### src/rtl/trap_pkg.sv
// Shared types and constants for the machine-mode trap controller:
// FSM state encoding, privilege levels, mstatus field positions and
// mcause codes, plus small helpers for mstatus packing and MPP legalisation.
package trap_pkg;

  // Controller sequencing states.
  typedef enum logic [1:0] {
    ST_IDLE     = 2'd0,
    ST_CAPTURE  = 2'd1,
    ST_REDIRECT = 2'd2,
    ST_RETURN   = 2'd3
  } trap_state_e;

  // Privilege encodings (10 is reserved and never held).
  localparam logic [1:0] PRIV_U = 2'b00;
  localparam logic [1:0] PRIV_S = 2'b01;
  localparam logic [1:0] PRIV_M = 2'b11;

  // mstatus field positions handled by this block.
  localparam int MSTATUS_MIE_BIT  = 3;
  localparam int MSTATUS_MPIE_BIT = 7;
  localparam int MSTATUS_MPP_LO   = 11;
  localparam int MSTATUS_MPP_HI   = 12;

  // Decoder exception vector bit positions.
  localparam int EXC_ILLEGAL_BIT = 2;
  localparam int EXC_ECALL_BIT   = 1;
  localparam int EXC_EBREAK_BIT  = 0;

  // mtvec mode field value selecting vectored interrupts.
  localparam logic [1:0] MTVEC_MODE_VECTORED = 2'b01;

  // mcause codes.
  localparam logic [63:0] CAUSE_ILLEGAL    = 64'd2;
  localparam logic [63:0] CAUSE_BREAKPOINT = 64'd3;
  localparam logic [63:0] CAUSE_ECALL_U    = 64'd8;
  localparam logic [63:0] CAUSE_ECALL_S    = 64'd9;
  localparam logic [63:0] CAUSE_ECALL_M    = 64'd11;
  localparam logic [63:0] CAUSE_M_EXT_IRQ  = 64'h8000_0000_0000_000B;

  // Reserved MPP encoding 10 is stored as U-mode.
  function automatic logic [1:0] legal_mpp(input logic [1:0] value);
    return (value == 2'b10) ? PRIV_U : value;
  endfunction

  // Build the visible mstatus word; unimplemented bits read as zero.
  function automatic logic [63:0] pack_mstatus(input logic       mie,
                                               input logic       mpie,
                                               input logic [1:0] mpp);
    logic [63:0] word;
    word                                 = '0;
    word[MSTATUS_MIE_BIT]                = mie;
    word[MSTATUS_MPIE_BIT]               = mpie;
    word[MSTATUS_MPP_HI:MSTATUS_MPP_LO]  = mpp;
    return word;
  endfunction

  // ecall cause depends on the privilege level the call is made from.
  function automatic logic [63:0] ecall_cause(input logic [1:0] priv);
    logic [63:0] cause;
    case (priv)
      PRIV_M:  cause = CAUSE_ECALL_M;
      PRIV_S:  cause = CAUSE_ECALL_S;
      default: cause = CAUSE_ECALL_U;
    endcase
    return cause;
  endfunction

endpackage

### src/rtl/trap_cause_enc.sv
// Combinational event selector: resolves interrupt/exception/mret priority
// and produces the cause and trap value for the winning event. Acceptance
// gating (IDLE, instruction valid, no stall) is left to the caller.
module trap_cause_enc
  import trap_pkg::*;
(
  input  logic [2:0]  i_except,
  input  logic        i_trap_return,
  input  logic        i_irq_pending,
  input  logic [1:0]  i_priv_mode,
  input  logic [63:0] i_pc,
  input  logic [31:0] i_instr,
  output logic        o_take_trap,
  output logic        o_take_ret,
  output logic [63:0] o_cause,
  output logic [63:0] o_mtval
);

  logic w_mret_illegal;

  // An mret below M-mode is an illegal instruction, not a return.
  assign w_mret_illegal = i_trap_return && (i_priv_mode != PRIV_M);

  // Fixed priority: interrupt > illegal > ecall > ebreak > mret.
  // NOTE: every output gets a default before the priority chain so no path
  // leaves a value unassigned and no latch is inferred.
  always_comb begin
    o_take_trap = 1'b0;
    o_take_ret  = 1'b0;
    o_cause     = '0;
    o_mtval     = '0;
    if (i_irq_pending) begin
      o_take_trap = 1'b1;
      o_cause     = CAUSE_M_EXT_IRQ;
    end else if (i_except[EXC_ILLEGAL_BIT] || (!i_except[EXC_ECALL_BIT] &&
                 !i_except[EXC_EBREAK_BIT] && w_mret_illegal)) begin
      o_take_trap = 1'b1;
      o_cause     = CAUSE_ILLEGAL;
      o_mtval     = {32'd0, i_instr};
    end else if (i_except[EXC_ECALL_BIT]) begin
      o_take_trap = 1'b1;
      o_cause     = ecall_cause(i_priv_mode);
    end else if (i_except[EXC_EBREAK_BIT]) begin
      o_take_trap = 1'b1;
      o_cause     = CAUSE_BREAKPOINT;
      o_mtval     = i_pc;
    end else if (i_trap_return) begin
      o_take_ret  = 1'b1;
    end
  end

endmodule

### src/rtl/trap_ctrl.sv
// Machine-mode trap controller. Accepts one trap or mret per IDLE visit,
// records mepc/mcause/mtval, sequences the mstatus/privilege update, and
// issues a single-cycle pipeline flush with the redirect target.
module trap_ctrl
  import trap_pkg::*;
(
  input  logic        clk,
  input  logic        reset_n,
  input  logic [2:0]  exceptSignal,
  input  logic        trapReturn,
  input  logic        instrValid,
  input  logic        coprocessorStall,
  input  logic        irqExt,
  input  logic        meie,
  input  logic [63:0] pcE,
  input  logic [31:0] instrE,
  input  logic [63:0] mtvec,
  input  logic [63:0] mepcIn,
  input  logic        csrMstatusWe,
  input  logic [63:0] csrMstatusWdata,
  output logic [1:0]  privMode,
  output logic [63:0] mstatusOut,
  output logic        trapBusy,
  output logic        flush,
  output logic        redirectValid,
  output logic [63:0] redirectPC,
  output logic        trapCsrWe,
  output logic [63:0] mepcOut,
  output logic [63:0] mcauseOut,
  output logic [63:0] mtvalOut
);

  trap_state_e r_state;
  trap_state_e w_state_next;

  logic [1:0]  r_priv;
  logic        r_mie;
  logic        r_mpie;
  logic [1:0]  r_mpp;
  logic [63:0] r_mepc;
  logic [63:0] r_mcause;
  logic [63:0] r_mtval;

  logic        w_can_accept;
  logic        w_irq_pending;
  logic        w_take_trap;
  logic        w_take_ret;
  logic [63:0] w_cause;
  logic [63:0] w_mtval;
  logic        w_trap_acc;
  logic        w_ret_acc;
  logic [63:0] w_tvec_base;
  logic [63:0] w_tvec_offset;

  // Events are only sampled from a valid, unstalled instruction while idle;
  // anything presented during a sequence is dropped rather than queued.
  assign w_can_accept  = (r_state == ST_IDLE) && instrValid && !coprocessorStall;
  assign w_irq_pending = irqExt && meie && (r_mie || (r_priv != PRIV_M));

  trap_cause_enc u_cause_enc (
    .i_except      (exceptSignal),
    .i_trap_return (trapReturn),
    .i_irq_pending (w_irq_pending),
    .i_priv_mode   (r_priv),
    .i_pc          (pcE),
    .i_instr       (instrE),
    .o_take_trap   (w_take_trap),
    .o_take_ret    (w_take_ret),
    .o_cause       (w_cause),
    .o_mtval       (w_mtval)
  );

  assign w_trap_acc = w_can_accept && w_take_trap;
  assign w_ret_acc  = w_can_accept && w_take_ret;

  // Vectored mode only offsets interrupts; the recorded mcause MSB marks them.
  assign w_tvec_base   = {mtvec[63:2], 2'b00};
  assign w_tvec_offset = ((mtvec[1:0] == MTVEC_MODE_VECTORED) && r_mcause[63])
                         ? {56'd0, r_mcause[5:0], 2'b00} : 64'd0;

  // State register.
  // NOTE: sequential blocks use non-blocking assignments so every register
  // samples pre-edge values regardless of statement order.
  always_ff @(posedge clk or negedge reset_n) begin
    if (!reset_n) r_state <= ST_IDLE;
    else          r_state <= w_state_next;
  end

  // Next-state and per-state strobes; every strobe defaults low.
  always_comb begin
    w_state_next  = r_state;
    trapCsrWe     = 1'b0;
    flush         = 1'b0;
    redirectValid = 1'b0;
    redirectPC    = '0;
    case (r_state)
      ST_IDLE: begin
        if (w_trap_acc)     w_state_next = ST_CAPTURE;
        else if (w_ret_acc) w_state_next = ST_RETURN;
      end
      ST_CAPTURE: begin
        trapCsrWe    = 1'b1;
        w_state_next = ST_REDIRECT;
      end
      ST_REDIRECT: begin
        flush         = 1'b1;
        redirectValid = 1'b1;
        redirectPC    = w_tvec_base + w_tvec_offset;
        w_state_next  = ST_IDLE;
      end
      ST_RETURN: begin
        flush         = 1'b1;
        redirectValid = 1'b1;
        redirectPC    = {mepcIn[63:2], 2'b00};
        w_state_next  = ST_IDLE;
      end
      default: w_state_next = ST_IDLE;
    endcase
  end

  // Trap record: captured only on an accepted trap, held otherwise.
  always_ff @(posedge clk or negedge reset_n) begin
    if (!reset_n) begin
      r_mepc   <= '0;
      r_mcause <= '0;
      r_mtval  <= '0;
    end else if (w_trap_acc) begin
      r_mepc   <= pcE;
      r_mcause <= w_cause;
      r_mtval  <= w_mtval;
    end
  end

  // Privilege and mstatus stack: trap entry/return updates take precedence;
  // software writes land only in IDLE cycles that accept no event.
  always_ff @(posedge clk or negedge reset_n) begin
    if (!reset_n) begin
      r_priv <= PRIV_M;
      r_mie  <= 1'b0;
      r_mpie <= 1'b0;
      r_mpp  <= PRIV_U;
    end else begin
      case (r_state)
        ST_CAPTURE: begin
          r_mpie <= r_mie;
          r_mie  <= 1'b0;
          r_mpp  <= r_priv;
          r_priv <= PRIV_M;
        end
        ST_RETURN: begin
          r_mie  <= r_mpie;
          r_mpie <= 1'b1;
          r_priv <= r_mpp;
          r_mpp  <= PRIV_U;
        end
        ST_IDLE: begin
          if (csrMstatusWe && !w_trap_acc && !w_ret_acc) begin
            r_mie  <= csrMstatusWdata[MSTATUS_MIE_BIT];
            r_mpie <= csrMstatusWdata[MSTATUS_MPIE_BIT];
            r_mpp  <= legal_mpp(csrMstatusWdata[MSTATUS_MPP_HI:MSTATUS_MPP_LO]);
          end
        end
        default: ;
      endcase
    end
  end

  assign privMode   = r_priv;
  assign mstatusOut = pack_mstatus(r_mie, r_mpie, r_mpp);
  assign trapBusy   = (r_state != ST_IDLE);
  assign mepcOut    = r_mepc;
  assign mcauseOut  = r_mcause;
  assign mtvalOut   = r_mtval;

endmodule

### config.mk
export PLATFORM = sky130hd
export DESIGN_NAME = trap_ctrl
export DESIGN_NICKNAME = d
export VERILOG_FILES = /design/src/rtl/trap_pkg.sv /design/src/rtl/trap_cause_enc.sv /design/src/rtl/trap_ctrl.sv
export SDC_FILE = /design/constraint.sdc
export NUM_CORES = 1
export LEC_CHECK = 0
export CAP_MARGIN = 20
export CORE_AREA = 4 4 241 243
export DETAILED_ROUTE_END_ITERATION = 6
export DIE_AREA = 0 0 245 247
export GPL_TIMING_DRIVEN = 0
export PLACE_DENSITY_LB_ADDON = 0.15
export REMOVE_ABC_BUFFERS = 1
export SLEW_MARGIN = 20
export SYNTH_ARGS = -nofsm -noshare
export SYNTH_HDL_FRONTEND = slang
export SYNTH_SLANG_ARGS = --single-unit
### constraint.sdc
create_clock -name clk -period 3.71 [get_ports clk]
set_input_delay 0.5565 -clock clk [delete_from_list [all_inputs] [get_ports clk]]
set_output_delay 0.5565 -clock clk [all_outputs]
set_load 0.02 [all_outputs]
# Yosys cells after proc, flatten, opt, wreduce, memory -nomap -nowiden
# Index checks and enable logic that the tools add are counted.
# totals
register_bits,200
input_bits,299
word_cells,77
# classes
reduce_logical,25
n_mux,33
n_addsub,1
n_eq_ne,10
# op_table
cell,n
64-bit 2-to-1 mux,7
64-bit one-hot mux with 2 select lines,1
64-bit by 8-bit adder with 64-bit output,1
1-bit 2-to-1 mux,13
1-bit logical AND,12
2-bit one-hot mux with 3 select lines,2
2-bit 2-to-1 mux,5
"2-bit equality test, second input constant",4
8-bit 2-to-1 mux,1
2-bit one-hot mux with 2 select lines,2
"2-bit by 1-bit equality test with 1-bit output, second input constant",3
1-bit one-hot mux with 3 select lines,2
1-bit zero test,5
2-bit nonzero test,2
"3-bit != test, second input constant",1
3-bit nonzero test,1
2-bit zero test,1
1-bit logical OR,2
"2-bit by 1-bit != test with 1-bit output, second input constant",1
"2-bit != test, second input constant",1
2-bit AND reduction,1
2-bit OR reduction,1

# Depth between registers and ports, before layout
# depth
depth_word,12
mapped_depth,10
ltp_nobuf,9

# Cells and area by module
# From an unflattened synthesis, not the netlist that was laid out.
# hier_totals
cells_unflattened,1076
area_unflattened_um2,11696.2
# by_module_without_submodules
mod,instances,area_per_inst_um2,cells_each
trap_ctrl,1,10547.6,923
trap_cause_enc,1,1148.6,153

# Worst setup path before layout
# OpenSTA, ideal clock, no wires.
# synth_path
kind,in2out
from,input mtvec[1]
to,output redirectPC[54]
required_time_ps,3154
n_path_buf,1
path_stages,10
t_arrival_ps,2767
setup_slack_ps,387
path_cell_list,and3b_1 -> and2_1 -> ha_1 -> fa_1 -> a31oi_1 -> nor3b_1 -> nand4_1 -> clkbuf_1 -> or4b_2 -> nand3_1
# synth_via
elab_chain_cells,5
# synth_lines
element,line,source
from (decl),trap_ctrl.sv:17,"input logic [63:0] mtvec,"
2-bit by 1-bit equality test with 1-bit output,trap_ctrl.sv:78,assign w_tvec_offset = ((mtvec[1:0] == MTVEC_MODE_VECTORED) && r_mcause[63])
1-bit logical AND,trap_ctrl.sv:78,
8-bit 2-to-1 mux,trap_ctrl.sv:79,"? {56'd0, r_mcause[5:0], 2'b00} : 64'd0;"
64-bit by 8-bit adder with 64-bit output,trap_ctrl.sv:108,redirectPC = w_tvec_base + w_tvec_offset;
64-bit one-hot mux with 2 select lines,trap_ctrl.sv:96,case (r_state)
to (decl),trap_ctrl.sv:26,"output logic [63:0] redirectPC,"
# No other way between the ends.

# Worst setup path in the final report
# layout_path
from,"register r_mcause[63], in the netlist mcauseOut[63]"
to,output redirectPC[58]
# layout_via
elab_chain_cells,4
# layout_lines
element,line,source
from (decl),trap_ctrl.sv:41,logic [63:0] r_mcause;
from (signal assigned),trap_ctrl.sv:129,r_mcause <= w_cause;
1-bit logical AND,trap_ctrl.sv:78,
8-bit 2-to-1 mux,trap_ctrl.sv:79,
64-bit by 8-bit adder with 64-bit output,trap_ctrl.sv:108,
64-bit one-hot mux with 2 select lines,trap_ctrl.sv:96,
# No other way between the ends.

==> impl_summary.md <==
Finish
The net count of the finished layout is 1771. The share of layout cells above drive strength 1 is 0.148. Relative to the synthesized area, the layout overhead comes to 72.7%. After filler insertion, the fill cell instance count of the layout stands at just over 6000. The footprint of the flip-flops and latches is 0.00351 sq mm.

The top cell types in the final layout, fill and taps aside, are 375 x sky130_fd_sc_hd__clkdlybuf4s50_1, 299 x sky130_fd_sc_hd__nand2_1, 137 x sky130_fd_sc_hd__dfrtp_1. Leaving out fill and tap cells, the most frequent cell in the layout is sky130_fd_sc_hd__clkdlybuf4s50_1. The multi-input combinational cells in the finished layout cover a total of ~0.005 sq mm.

Setup path
Measured in cells, the most critical reg-to-reg path has a length of 5. In this run the critical register-to-register path is captured at r_mie. The category of the critical setup timing path is flop to output port.

The required time of the worst setup path is 3.15 ns. The element type at the critical path start is a flop. Along the worst path, the maximum fanout reaches 6. The startpoint of the worst-slack reg-to-reg timing path is privMode[0].

For flop-to-flop paths, the worst setup slack is ~0.79 ns. At the worst endpoint, the arrival time is 3.30 ns. The critical path endpoint category is an output port. The launching instance or port of the critical path is mcauseOut[63].

Yosys
The share of synthesized area in the top cell type comes to 0.397. In this run, synthesis inferred 0 flip-flops with an integrated enable. During synthesis, Yosys emitted a total of 0 warnings. By area the synthesized netlist is led by sky130_fd_sc_hd__dfrtp_1 40%, sky130_fd_sc_hd__nand2_1 13%, sky130_fd_sc_hd__buf_4 11%. The mean post-synth cell area is 8.58 sq um.

Counting distinct cell types in the post-synthesis netlist gives 62. The cell type contributing the most total cell area after synthesis is sky130_fd_sc_hd__dfrtp_1. The post-synthesis async set-or-reset flop share is 1.00.

The synthesized netlist cell count is 1013. Of the synthesized area, sequential elements account for 0.403. The post-synth design cell area is 0.00869 sq mm.

In the synthesized netlist the dominant register cell turns out to be sky130_fd_sc_hd__dfrtp_1. The synthesized design contains 140 register bits.

Pwr
The completed layout was analyzed and its total power is 9700 uW. The power density relative to cell area is 646 mW/mm^2. For this design the static power due to leakage is 0.00669 uW. IR analysis of the VDD net gives a maximum drop of 0.284 mV.

Global route
The number of antenna violations at the first check in global routing is 6. The pin count of the biggest net entering global routing is 80. The total global routing overflow is 0. The global-route usage over all layers is 0.134. The number of global-route vias before repair is 8969. The wire length of the first global-routing pass is 61300 microns.

Timing
Adding up every negative setup slack in the final design gives -1.05 ns. Subtracting the final worst setup slack from the clock period gives 3.86 ns. On the final layout, the worst clock skew is 0.0127 ns. The final setup violation count is 13. Derived from the worst setup path, the maximum achievable clock frequency is 0.259 GHz. The share of the cycle needed by the critical path after routing is 1.04.

In the post-route analysis, the smallest setup slack over all paths is -0.146 ns. The worst slew margin relative to its limit is 0.450. Setup repair after global routing could not meet its margin everywhere. The hold violation count in the final report is 0. The number of max-slew violations in the final report is 0. At the pin with the least slew margin, the transition time is between 0.8 and 0.9 ns.

Clock tree
In this run the clock root is driven by a sky130_fd_sc_hd__clkbuf_16. TritonCTS built the clock tree. The number of buffers between clock root and the deepest sink is 2. The H-tree was split into 4 levels.

The CTS sink count is 140. After clock tree synthesis, the clock-pin slew on the worst setup and hold paths is 0.08 ns. The clock reaches the later pin of the worst-skew pair after roughly 0.44 ns.

The TritonCTS buffer count is 17.

Place
The count of buffers from port buffering is 440. At the end of routability-driven placement, the weighted congestion stood at 0.797. Detailed placement finished with a half-perimeter wire length of 32800 microns.

Route
The mean number of vias per cell is 3.97. For this block, wires on met1 add up to ~18000 microns. Detailed routing inserted a total of 8870 vias. The pre-antenna-repair detailed-routing pass consisted of 6 iterations. Signal routing reaches up to met5.

Summed over all nets, wire length on met3 after detailed routing comes to about 4400 microns. The violation count after the first detailed-route iteration is roughly 360. The average routed wire per standard cell is roughly 19 microns. The post-detailed-route DRC marker count is 0.

Summed over all layers, the routed wires come to 43200 microns. The wire length on met2 is 20300 microns. Once detail routing completed, the nets flagged for antenna violations numbered 0.

Status
The final reports fail on setup timing. The run finished, with violations left.

Min path
The type of the worst min-delay path is input pin to async pin.

Die
The count of boundary I/O pins is 625. The placement row count is 87. The die height is 247 microns. The area enclosed by the die boundary is 0.0605 sq mm. For this configuration, the core starts out at a cell density of 0.155. The floorplan step defined a core boundary enclosing 0.0560 sq mm. The die boundary width is 245 microns.

Run
Max-cap violations in this run came to 0.
## flip-flops by register name, summed over array words and instances (netlist names)
signal / flops
mtvalOut: 64
privMode: 2
r_state: 2
mepcOut: 64
mcauseOut: 4
r_mpie: 1
r_mie: 1
r_mpp: 2
## worst max path at each step
| stage | endpoint | slack, ns | depth (start not counted) |
|---|---|---|---|
| after floorplan | mcauseOut[3] | -0.46 | 4 |
| after global placement | mepcOut[27] | -5.22 | 6 |
| after detailed placement | redirectPC[59] | -1.51 | 10 |
| after CTS | redirectPC[43] | -0.20 | 9 |
| after global routing | redirectPC[58] | -0.28 | 12 |
| final | redirectPC[58] | -0.15 | 12 |
## cell type report
class	count	share of cell area
inverters	7	0.00175
repair buffers	494	0.333
well taps	756	0.0630
clock buffers	17	0.0283
flip-flops and latches	140	0.234
multi-input cells	804	0.330
diodes	2	0.000333
clock inverters	14	0.0107
## through the flow
step	instances	hold slack, ns	area (sq um)	setup slack, ns	util
after floorplan	951	0.261	7980	-0.464	-
after global placement	2147	0.450	13300	-5.22	0.238
after detailed placement	2162	0.456	13700	-1.51	0.245
after CTS	2220	0.0637	14900	-0.202	0.266
after global routing	2233	0.0787	15000	-0.282	0.268
final	2234	0.0716	15000	-0.146	0.268
## worst max-delay path: stages, from the launching register on
cell                      delay, ns
sky130_fd_sc_hd__dfrtp_2       0.45
sky130_fd_sc_hd__and3b_2       0.24
sky130_fd_sc_hd__and2_4        0.16
sky130_fd_sc_hd__ha_4          0.14
sky130_fd_sc_hd__fa_2          0.24
sky130_fd_sc_hd__a31oi_4       0.15
sky130_fd_sc_hd__nor3b_2       0.24
sky130_fd_sc_hd__nand4_1       0.21
sky130_fd_sc_hd__buf_12        0.21
sky130_fd_sc_hd__buf_6         0.11
sky130_fd_sc_hd__or4b_4        0.51
sky130_fd_sc_hd__nand3_2       0.08
sky130_fd_sc_hd__buf_6         0.12
## cells in the mapped netlist, drive strengths merged, types with 3 or more instances
cell type,count
a21oi,6
a22o,71
a22oi,33
a311o,4
a31oi,7
a32o,3
a32oi,10
and2,7
and3,8
and4,8
buf,137
clkbuf,46
dfrtp,138
ha,7
inv,7
mux2,4
nand2,299
nand2b,3
nand3,45
nand4,28
nor2,22
nor3,6
nor3b,3
nor4,16
nor4b,3
o211ai,6
o21ai,8
or2,4
or4b,12
xnor2,23
xor2,14
## timing repair
item | CTS | global route
gates cloned | 1 | 0
hold buffers | 0 | 0
pin swaps | 27 | 34
setup endpoints to repair | 58 | 39
resized for setup | 266 | 60
buffers inserted | 27 | 17
## logic make-up (layout without fill, tap and decap cells)
group                      count (synthesis)  in the layout  share of synthesized area
and+or+nand+nor                          475            475                      0.258
adders and majority gates                  8              8                     0.0124
other                                      1            124                   0.000431
muxes                                      4              4                    0.00518
DFF                                      140            140                      0.403
xor gates and xnor gates                  37             37                     0.0373
buffers and inverters                    190            532                      0.137
AOI/OAI and AO/OA                        158            158                      0.146
## routing by layer
metal  track usage  vias up
met2         0.224      387
met3        0.0622       29
met4        0.0354        6
met1         0.157     4234
met5             0        -
li1              -     4214
## power breakdown
group	switching (uW)	internal (uW)
logic	3000	2400
registers	395	2140
clock network	765	1000
Note: power is estimated with default switching activity, not from simulation.
